### src/rtl/ddr_bank_cmd_gate.sv
// ddr_bank_cmd_gate
// Single-bank DDR command timing gate between the command sequencer and the
// PHY command register. Legal commands are held off until their DRAM timing
// windows have elapsed. Illegal commands are consumed and flagged with an
// error pulse. Accepted commands reach the PHY exactly one cycle later.
module ddr_bank_cmd_gate #(
    parameter int T_RCD = 3,
    parameter int T_RAS = 8,
    parameter int T_RP  = 3,
    parameter int T_RFC = 12,
    parameter int T_CCD = 2,
    parameter int CNT_W = 5
) (
    input  logic       clk,
    input  logic       rst,
    input  logic       cmd_valid,
    input  logic [2:0] cmd,
    output logic       cmd_ready,
    output logic       issue_valid,
    output logic [2:0] issue_cmd,
    output logic       cmd_err,
    output logic       bank_open,
    output logic       busy
);

    typedef enum logic [2:0] {
        ST_CLOSED  = 3'd0,
        ST_OPENING = 3'd1,
        ST_OPEN    = 3'd2,
        ST_CLOSING = 3'd3,
        ST_REFRESH = 3'd4
    } state_t;

    localparam logic [2:0] CMD_NOP = 3'd0;
    localparam logic [2:0] CMD_ACT = 3'd1;
    localparam logic [2:0] CMD_RD  = 3'd2;
    localparam logic [2:0] CMD_WR  = 3'd3;
    localparam logic [2:0] CMD_PRE = 3'd4;
    localparam logic [2:0] CMD_REF = 3'd5;

    // Timer reload values: a load of T-1 on the accepting cycle makes the
    // timer read zero exactly T cycles after that acceptance.
    localparam logic [CNT_W-1:0] L_ONE = CNT_W'(1);
    localparam logic [CNT_W-1:0] L_RCD = CNT_W'(T_RCD - 1);
    localparam logic [CNT_W-1:0] L_RAS = CNT_W'(T_RAS - 1);
    localparam logic [CNT_W-1:0] L_RP  = CNT_W'(T_RP - 1);
    localparam logic [CNT_W-1:0] L_RFC = CNT_W'(T_RFC - 1);
    localparam logic [CNT_W-1:0] L_CCD = CNT_W'(T_CCD - 1);

    state_t           r_state;
    logic [CNT_W-1:0] r_rcd_cnt;
    logic [CNT_W-1:0] r_ras_cnt;
    logic [CNT_W-1:0] r_rp_cnt;   // shared by tRP and tRFC
    logic [CNT_W-1:0] r_ccd_cnt;
    logic             r_issue_valid;
    logic [2:0]       r_issue_cmd;
    logic             r_cmd_err;
    logic             r_bank_open;
    logic             r_busy;

    logic             w_open;
    logic             w_legal;
    logic             w_timing_ok;
    logic             w_accept;
    logic             w_issue;
    logic             w_drop;
    state_t           w_next_state;

    // Saturating decrement: a timer parks at zero once its window has passed.
    function automatic logic [CNT_W-1:0] sat_dec(input logic [CNT_W-1:0] v);
        return (v == '0) ? '0 : v - L_ONE;
    endfunction

    assign w_open = (r_state == ST_OPENING) || (r_state == ST_OPEN);

    // Classify the presented command: legal in this state, and timing met.
    always_comb begin
        // NOTE: every signal driven here gets a default first, so no path
        // leaves it unassigned and no latch is inferred.
        w_legal     = 1'b0;
        w_timing_ok = 1'b1;
        case (cmd)
            CMD_NOP: w_legal = 1'b1;
            CMD_ACT, CMD_REF: begin
                w_legal     = !w_open;
                w_timing_ok = (r_rp_cnt == '0);
            end
            CMD_RD, CMD_WR: begin
                w_legal     = w_open;
                w_timing_ok = (r_rcd_cnt == '0) && (r_ccd_cnt == '0);
            end
            CMD_PRE: begin
                w_legal     = w_open;
                w_timing_ok = (r_ras_cnt == '0);
            end
            default: w_legal = 1'b0;
        endcase
    end

    // Illegal commands and NOPs are always taken. A legal command waits for
    // its timers. Nothing is taken while reset is held.
    assign cmd_ready = !rst && (!w_legal || w_timing_ok);
    assign w_accept  = cmd_valid && cmd_ready;
    assign w_issue   = w_accept && w_legal && (cmd != CMD_NOP);
    assign w_drop    = w_accept && !w_legal;

    // Next bank state: issued commands start a wait, and timers end waits.
    always_comb begin
        w_next_state = r_state;
        if (w_issue && (cmd == CMD_ACT)) begin
            w_next_state = (T_RCD == 1) ? ST_OPEN : ST_OPENING;
        end else if (w_issue && (cmd == CMD_PRE)) begin
            w_next_state = (T_RP == 1) ? ST_CLOSED : ST_CLOSING;
        end else if (w_issue && (cmd == CMD_REF)) begin
            w_next_state = (T_RFC == 1) ? ST_CLOSED : ST_REFRESH;
        end else begin
            case (r_state)
                ST_OPENING: if (r_rcd_cnt <= L_ONE) w_next_state = ST_OPEN;
                ST_CLOSING,
                ST_REFRESH: if (r_rp_cnt <= L_ONE) w_next_state = ST_CLOSED;
                default:    w_next_state = r_state;
            endcase
        end
    end

    // Timing windows: reload on the accepting cycle, otherwise count down.
    always_ff @(posedge clk or posedge rst) begin
        // NOTE: state registers use non-blocking assignments, so every flop
        // samples the pre-edge values regardless of statement order.
        if (rst) begin
            r_rcd_cnt <= '0;
            r_ras_cnt <= '0;
            r_rp_cnt  <= '0;
            r_ccd_cnt <= '0;
        end else begin
            r_rcd_cnt <= (w_issue && cmd == CMD_ACT) ? L_RCD : sat_dec(r_rcd_cnt);
            r_ras_cnt <= (w_issue && cmd == CMD_ACT) ? L_RAS : sat_dec(r_ras_cnt);
            if (w_issue && cmd == CMD_PRE)
                r_rp_cnt <= L_RP;
            else if (w_issue && cmd == CMD_REF)
                r_rp_cnt <= L_RFC;
            else
                r_rp_cnt <= sat_dec(r_rp_cnt);
            r_ccd_cnt <= (w_issue && (cmd == CMD_RD || cmd == CMD_WR)) ?
                         L_CCD : sat_dec(r_ccd_cnt);
        end
    end

    // Bank FSM with registered PHY issue, error pulse and status flags.
    always_ff @(posedge clk or posedge rst) begin
        if (rst) begin
            r_state       <= ST_CLOSED;
            r_issue_valid <= 1'b0;
            r_issue_cmd   <= 3'd0;
            r_cmd_err     <= 1'b0;
            r_bank_open   <= 1'b0;
            r_busy        <= 1'b0;
        end else begin
            r_state       <= w_next_state;
            r_issue_valid <= w_issue;
            r_issue_cmd   <= w_issue ? cmd : 3'd0;
            r_cmd_err     <= w_drop;
            r_bank_open   <= (w_next_state == ST_OPENING) || (w_next_state == ST_OPEN);
            r_busy        <= (w_next_state == ST_OPENING) || (w_next_state == ST_CLOSING) ||
                             (w_next_state == ST_REFRESH);
        end
    end

    assign issue_valid = r_issue_valid;
    assign issue_cmd   = r_issue_cmd;
    assign cmd_err     = r_cmd_err;
    assign bank_open   = r_bank_open;
    assign busy        = r_busy;

endmodule

### config.mk
export PLATFORM = sky130hd
export DESIGN_NAME = ddr_bank_cmd_gate
export DESIGN_NICKNAME = d
export VERILOG_FILES = /design/src/rtl/ddr_bank_cmd_gate.sv
export SDC_FILE = /design/constraint.sdc
export NUM_CORES = 1
export LEC_CHECK = 0
export CAP_MARGIN = 10
export CORE_ASPECT_RATIO = 0.7
export CORE_UTILIZATION = 52
export CTS_CLUSTER_SIZE = 12
export DETAILED_ROUTE_END_ITERATION = 10
export MAX_ROUTING_LAYER = met4
export PLACE_DENSITY = 0.73
export SYNTH_ARGS = -nofsm -noshare
export SYNTH_HDL_FRONTEND = slang
export SYNTH_SLANG_ARGS = --single-unit
### constraint.sdc
create_clock -name clk -period 3.7 [get_ports clk]
set_input_delay 0.37 -clock clk [delete_from_list [all_inputs] [get_ports clk]]
set_output_delay 0.37 -clock clk [all_outputs]
set_load 0.02 [all_outputs]
---- After elaboration in Yosys (flattened, before gate mapping) ----
Index checks and enable logic that the tools add are counted.
storage, ports and cells
  bits in registers ....................... 30
  bits of input ports ..................... 6
  output and inout bits ................... 8
  word-level logic and storage cells ...... 76
operators by class
  $add $sub $neg .......................... 4
  magnitude comparators ................... 2
  equal/unequal tests ..................... 13
  multiplexer cells ....................... 18
  reductions and logical operators ........ 29
operators by type and width
  operator                                                        number
  2-to-1 mux 5 bit                                                9
  zero test 5 bit                                                 4
  subtractor 5 x 1 -> 5 bit, second input constant                4
  == test 3 x 2 -> 1 bit, second input constant                   6
  2-to-1 mux 3 bit                                                6
  == test 3 bit, second input constant                            4
  less-or-equal comparator 5 x 1 -> 1 bit, second input constant  2
  logical AND 1 bit                                               10
  == test 3 x 1 -> 1 bit, second input constant                   3
  logical OR 1 bit                                                6
  case mux 1 bit (3 select lines)                                 2
  case mux 3 bit (2 select lines)                                 1
  OR reduction 2 bit                                              3
  zero test 1 bit                                                 3
  zero test 3 bit                                                 1
  nonzero test 3 bit                                              1
  OR reduction 3 bit                                              1

---- Logic depth before layout (Yosys ltp) ----
Gate-level depths: netlist of run 1.
  depth in word-level cells ............... 17
  mapped depth ............................ 7

---- Least setup slack after synthesis of run 1 ----
No wires, ideal clock.
  path type ............................... input to register
  start point ............................. input rst
  end point ............................... register r_rcd_cnt[2]
  setup time .............................. 0.150 ns
  data arrival time ....................... 2.180 ns
  path slack .............................. 1.370 ns
  cell stages on the path ................. 5
  path through ............................ inv_1 -> nand2_1 -> a2111oi_4 -> nor3b_4 -> nor3_1
on the way
  word-level cells in the longest chain between the ends .. 7
RTL lines
  item                             line  RTL
  start, declared                  15    input logic rst,
  zero test 1 bit (no line)        --
  logical AND 1 bit                102   assign cmd_ready = !rst && (!w_legal || w_timing_ok);
  logical AND 1 bit                103   assign w_accept = cmd_valid && cmd_ready;
  logical AND 1 bit (2 in series)  104   assign w_issue = w_accept && w_legal && (cmd != CMD_NOP);
  logical AND 1 bit                136   r_rcd_cnt <= (w_issue && cmd == CMD_ACT) ? L_RCD : sat_dec(r_rcd_cnt);
  2-to-1 mux 5 bit                 136
  end signal, assigned             136
  end, declared                    51    logic [CNT_W-1:0] r_rcd_cnt;
No other way between the ends.

---- Final worst setup path of run 1 ----
  start point ............................. input cmd[2]
  end point ............................... output cmd_ready
on the way
  word-level cells in the longest chain between the ends .. 6
RTL lines
  item                                                                line  RTL
  start, declared                                                     17    input logic [2:0] cmd,
  == test 3 bit (tied with other cells)                               82    case (cmd)
  OR reduction 3 bit (no line) or OR reduction 2 bit (tied branches)  --
  case mux 1 bit (3 select lines)                                     82
  zero test 1 bit                                                     102
  logical OR 1 bit (*)                                                102
  logical AND 1 bit (*)                                               102
  end, declared                                                       18    output logic cmd_ready,
Every way passes the cells marked *; elsewhere a longest branch is shown, timed or not.

==> impl_metrics.csv, run 1 <==
group,metric,value,unit
status,status,"completed",
placement,port_buffers,13,
global_routing,grt_max_degree,31,
synthesis,avgSynthCellArea,9.86,um2
floorplan,dieWidth,70.1,um
timing,slew_viol_final,0,
route,wirelength,3390,um
floorplan,die-area,3480,um2
critical_path,worstPathArrival,2.63,ns
synthesis,yosys-top-cells-area,"dfrtp_1 45%, ha_1 7.4%, nor2_1 4.0%",
floorplan,start_util,0.573,
global_routing,grt_use_total,0.232,
power_and_ir_drop,leakage,0.852,nW
route,antenna_left,0,
critical_path,start_kind,"primary input",
power_and_ir_drop,cellPowerDensity,792,nW/um2
route,vias,1286,
synthesis,ys_seq_area_frac,0.445,
route,viasPerCell,5.69,
clocking,numCtsBuffers,5,
critical_path,path_class,"primary input to primary output",
synthesis,postSynth.asyncResetShare,1.00,
synthesis,syn_area,1690,um2
floorplan,num_rows,16,
flow_run,drv_cap,0,
finish,drive_above_1_share,0.0947,
floorplan,die-height,49.7,um
critical_path,endpoint_kind,"primary output",
synthesis,synth_top_cells_by_count,"30 x dfrtp_1, 18 x nor2_1, 13 x nor3_1",
clocking,cts_htree_levels,2,
synthesis,synthFlopType,"dfrtp_1",
synthesis,yosysMostFrequentCell,"dfrtp_1",
timing,clock.fmax,0.333,GHz
finish,syn_to_final_growth,15.3,%
worst_hold_path,hp-class,"flop to flop",
timing,slew_headroom,0.645,
global_routing,grt_pass1_vias,1294,
power_and_ir_drop,peakVddDrop,0.401,mV
route,routedWlPerCell,15.0,um
finish,regArea,751,um2
clocking,numClockSinks,30,
route,drt_iter0_markers,101,
placement,place_ws,0.755,ns
timing,fin_worst_skew,0.00606,ns
clocking,clock-root-buffer,"clkbuf_8",
critical_path,crit_required,3.33,ns
clocking,insertion_delay,0.28,ns
clocking,holdBufCountCts,0,
timing,finalSetupTns,0,ns
route,drc,0,
timing,fin_ws,0.697,ns
synthesis,synth_cell_types,41,
critical_path,worstPathMaxFanout,10,
synthesis,yosysWarnings,0,
clocking,cts.repair.resized,0,
timing,max_slew.worst_pin.slew,0.532,ns
finish,fin_nets,206,
placement,hpwl,2590,um
finish,final_util,0.661,
synthesis,ys_ff_latch,30,
timing,finalHoldViolCount,0,
synthesis,yosys.area.top_type,"dfrtp_1",
synthesis,synth_cells,171,
timing,fin_crit_sh,0.812,
finish,fillers,231,
global_routing,gr-total-overflow,0,
floorplan,core_area,2940,um2
placement,place.gp.congestion,0.889,
timing,setup_viol,0,
synthesis,synth_top_cell_area_share,0.445,
clocking,cts_tree,"done",
timing,rsz0062_at_grt,"no",
clocking,cts_setup_buffers,0,
global_routing,grt_pass1_wl,5980,um
finish,multi_input_area,875,um2
global_routing,antenna_found_initial,0,
clocking,clock_path_buffers,2,
timing,min_period,3.00,ns
route,dr.pass1.iters,4,
synthesis,synth_edf_count,0,
floorplan,ios,14,
finish,insertedDiodeCount,0,
synthesis,synth_nets,187,
clocking,clkTransAtPathRegs,0.06,ns
==> placed cells by master (no fill, tap or decap), types with 2 or more instances in the layout <==
cell	Yosys	layout
a21o_1	2	2
a21oi_1	9	9
a221oi_1	2	2
and3_1	3	3
buf_4	0	3
clkbuf_1	3	2
clkbuf_8	0	5
clkdlybuf4s50_1	0	13
dfrtp_1	30	30
ha_1	10	10
inv_1	12	12
nand2_1	12	12
nand2b_1	4	4
nand3_1	2	2
nor2_1	18	18
nor2b_1	6	6
nor3_1	13	13
nor4b_1	2	2
nor4b_4	2	2
o21ai_0	6	6
o21bai_1	2	2
or2_2	2	2
or3_1	4	4
xnor2_1	7	7
==> worst paths after layout <==
kind | depth (start not counted) | startpoint | slack, ns | end
worst max-delay path | 6 | cmd[2] | 0.70 | cmd_ready
worst max register to register | 7 | r_rp_cnt[0]$_DFF_PP0_ | 1.24 | r_state[0]$_DFF_PP0_
worst min-delay path | 1 | r_ras_cnt[0]$_DFF_PP0_ | 0.51 | r_ras_cnt[0]$_DFF_PP0_
max in group asynchronous | 3 | rst | 2.87 | r_rcd_cnt[3]$_DFF_PP0_
min in group asynchronous | 3 | rst | 0.54 | r_ras_cnt[2]$_DFF_PP0_
worst min register to register | 1 | r_ras_cnt[0]$_DFF_PP0_ | 0.51 | r_ras_cnt[0]$_DFF_PP0_
==> worst max-delay path, cell delays in order <==
cell	delay, ns
clkdlybuf4s50_1	0.60
nor2b_1	0.25
o22a_1	0.19
a221oi_1	0.44
a41oi_1	0.20
clkdlybuf4s50_1	0.57
==> per-layer routing <==
layer	up-vias	track usage	routed length (um)
li1	632	-	-
met1	618	0.290	1620
met2	28	0.378	1570
met3	8	0.0552	146
met4	0	0.0700	50
met5	-	-	0
==> metrics by stage <==
stage | hold WS, ns | instances | cell area [um2] | power, mW
after floorplan | 0.454 | 171 | 1690 | 1.12
after global placement | 0.473 | 219 | 1870 | 1.25
after detailed placement | 0.481 | 219 | 1870 | 1.30
after CTS | 0.505 | 226 | 1940 | 1.55
after global routing | 0.547 | 226 | 1940 | 1.68
final | 0.511 | 226 | 1940 | 1.54
==> cell type report <==
| class | count | share of cell area |
|---|---|---|
| sequential | 30 | 0.386 |
| clock buffer | 7 | 0.0393 |
| inverter | 12 | 0.0232 |
| multi-input combinational | 125 | 0.450 |
| timing repair buffer | 16 | 0.0785 |
| tap | 36 | 0.0232 |
==> sequential cells by signal (all words and copies together), names as in the netlist <==
| signal | cells |
|---|---|
| r_ccd_cnt | 5 |
| r_ras_cnt | 5 |
| r_rcd_cnt | 5 |
| r_rp_cnt | 5 |
| issue_cmd | 3 |
| r_state | 3 |
| bank_open | 1 |
| busy | 1 |
| cmd_err | 1 |
| issue_valid | 1 |
==> where the power goes <==
part / switching, mW / total (mW) / internal (mW)
Sequential: 0.156 / 0.628 / 0.473
Clock: 0.110 / 0.239 / 0.129
Combinational: 0.348 / 0.671 / 0.323
==> cells by family (layout without fill, tap and decap cells) <==
group,after synthesis,in the layout,share of synthesized area
AOI/OAI and AO/OA,34,34,0.152
adders and majority gates,10,10,0.0742
DFF,30,30,0.445
and+or+nand+nor,72,72,0.243
muxes,2,2,0.0126
xor gates and xnor gates,7,7,0.0364
buffers and inverters,16,35,0.0363
(Power assumes the default switching activity.)
==> inputs of run 2 (changes only) <==
clock period = 2.8 ns   (was 3.7 ns; I/O delays follow)
==> run 2 against run 1 <==
Net effect:
- sequential share of layout area decreased by 0.97 points
- design area increased by 2.6%
- via count increased by 1.6%
- final cell count increased by 1.8%
- setup slack got worse by 0.36 ns
- sequential power increased by 34%
- total power increased by 37%
- global-route usage increased by 1.5 points
- critical path type is now flop to flop
- critical endpoint is now r_rcd_cnt[2]$_DFF_PP0_
==> impl_metrics.csv, run 2 (same netlist as run 1, synthesis figures left out) <==
group,metric,value,unit
placement,port_buffers,13,
timing,setup_viol,0,
critical_path,slowest_delay,0.55,ns
critical_path,worst_r2r_path_depth,7,
clocking,clkTransAtPathRegs,0.07,ns
placement,place.gp.congestion,0.933,
power_and_ir_drop,switching_share,0.401,
power_and_ir_drop,p_clk_frac,0.175,
route,vias,1307,
power_and_ir_drop,peakVddDrop,0.544,mV
critical_path,worstPathMaxFanout,7,
timing,fin_ws,0.339,ns
global_routing,grt_pass1_vias,1350,
route,routedWlPerCell,15.6,um
timing,slew_headroom,0.665,
critical_path,r2r-start,"r_rp_cnt[0]$_DFF_PP0_",
critical_path,r2r_end,"r_rcd_cnt[2]$_DFF_PP0_",
global_routing,grt_pass1_wl,6380,um
clocking,clock_path_buffers,2,
critical_path,startpoint,"r_rp_cnt[0]$_DFF_PP0_",
floorplan,ios,14,
critical_path,start_kind,"flop",
placement,hpwl,2630,um
floorplan,start_util,0.573,
critical_path,r2r_slack,0.34,ns
finish,final_common_cell,"dfrtp_1",
timing,clock.fmax,0.406,GHz
finish,layout_common_cells,"30 x dfrtp_1, 18 x nor2_1, 13 x nor3_1",
global_routing,gr-total-overflow,0,
global_routing,antenna_found_initial,0,
critical_path,cp_slowest_cell,"a2111oi_4",
floorplan,core_area,2940,um2
critical_path,endpoint_kind,"flop",
route,viasPerCell,5.68,
timing,finalSetupTns,0,ns
timing,max_slew.worst_pin.slew,0.500,ns
global_routing,grt_use_total,0.247,
finish,syn_to_final_growth,18.2,%
floorplan,die-area,3480,um2
clocking,cts_tree,"done",
route,antenna_left,0,
clocking,numCtsBuffers,5,
clocking,cts_htree_levels,2,
timing,slew_viol_final,0,
floorplan,die-height,49.7,um
power_and_ir_drop,intPower,1.26,mW
worst_hold_path,hp-class,"primary input to asynchronous set/reset pin",
finish,drive_above_1_share,0.129,
finish,fin_nets,209,
placement,place_inst,222,
critical_path,path_class,"flop to flop",
timing,fin_worst_skew,0.00871,ns
power_and_ir_drop,leakage,0.888,nW
power_and_ir_drop,seqPwrFrac,0.399,
floorplan,num_rows,16,
route,wirelength,3580,um
route,drt_iter0_markers,74,
clocking,clock-root-buffer,"clkbuf_8",
critical_path,crit_end,"r_rcd_cnt[2]$_DFF_PP0_",
timing,min_period,2.46,ns
global_routing,grt_max_degree,31,
timing,rsz0062_at_grt,"no",
clocking,numClockSinks,30,
power_and_ir_drop,comb_power_share,0.426,
clocking,insertion_delay,0.28,ns
clocking,cts_setup_buffers,0,
floorplan,dieWidth,70.1,um
timing,finalHoldViolCount,0,
clocking,holdBufCountCts,0,
power_and_ir_drop,p_sw,0.843,mW
critical_path,crit_required,2.96,ns
status,status,"completed",
finish,insertedDiodeCount,0,
placement,place_ws,0.260,ns
flow_run,drv_cap,0,
route,dr.pass1.iters,4,
power_and_ir_drop,cellPowerDensity,1050,nW/um2
route,drc,0,
critical_path,worstPathArrival,2.62,ns
finish,finalNonFillerCells,230,
clocking,cts.repair.resized,0,
timing,fin_crit_sh,0.879,
critical_path,crit_chain,"inv_1 -> ha_1 -> nor4b_4 -> nand2_2 -> a2111oi_4 -> nor3b_4 -> nor3_1",
run 2: cell types whose count changed in the layout (fill, tap and decap cells not counted):
cell / change
buf_4: +3
clkbuf_1: -2
clkbuf_8: +1
clkdlybuf4s50_1: -1
clkinv_2: +1
clkinvlp_4: +1
dlymetal6s2s_1: +1
nor4b_1: -1
nor4b_2: +1
run 2: power groups by stage:
stage | clock network (mW) | registers (mW) | logic [mW]
floorplan | 0 | 0.808 | 0.671
global placement | 0 | 0.822 | 0.841
detailed placement | 0 | 0.838 | 0.895
CTS | 0.373 | 0.832 | 0.900
global route | 0.397 | 0.875 | 1.03
finish | 0.367 | 0.839 | 0.896
run 2: worst min-delay path by stage:
| stage | slack [ns] | start | end |
|---|---|---|---|
| floorplan | 0.38 | rst | bank_open$_DFF_PP0_ |
| global placement | 0.47 | r_ccd_cnt[0]$_DFF_PP0_ | r_ccd_cnt[0]$_DFF_PP0_ |
| detailed placement | 0.49 | r_ras_cnt[0]$_DFF_PP0_ | r_ras_cnt[0]$_DFF_PP0_ |
| CTS | 0.48 | rst | r_ras_cnt[1]$_DFF_PP0_ |
| global route | 0.53 | rst | r_ras_cnt[0]$_DFF_PP0_ |
| finish | 0.47 | rst | r_ras_cnt[2]$_DFF_PP0_ |
run 2: stage by stage:
stage | utilization | hold slack, ns | total power, mW | instance area, um2
2_1_floorplan | - | 0.379 | 1.48 | 1690
3_3_place_gp | 0.642 | 0.471 | 1.66 | 1890
3_5_place_dp | 0.642 | 0.493 | 1.73 | 1890
4_1_cts | 0.675 | 0.484 | 2.10 | 1990
5_1_grt | 0.678 | 0.529 | 2.30 | 1990
6_report | 0.678 | 0.471 | 2.10 | 1990
run 2: cell type report:
class	instances	area, um2
clock inverters	2	12.5
multi-input cells	125	881
clock buffers	6	82.6
fillers	226	948
inverters	12	45.0
repair buffers	19	178
flip-flops and latches	30	751
well taps	36	45.0
run 2: routing by layer:
layer / GRT usage / share of wire
met1: 0.323 / 0.46
met2: 0.391 / 0.47
met3: 0.0613 / 0.055
met4: 0.0533 / 0.013
met5: - / 0
run 2: worst max-delay path: cells and delay by family, from the launching register on:
family          cells  cell delay (ns)
compound gates      1             0.55
flops               1             0.42
fa+ha+maj           1             0.20
simple gates        4             1.06
buf+inv             1             0.10
==> inputs of run 3 (changes only) <==
SKIP_CTS_REPAIR_TIMING = 1   (was unset)
==> results of run 3 <==
The final DEF is identical to that of run 2; final timing and power are the same.
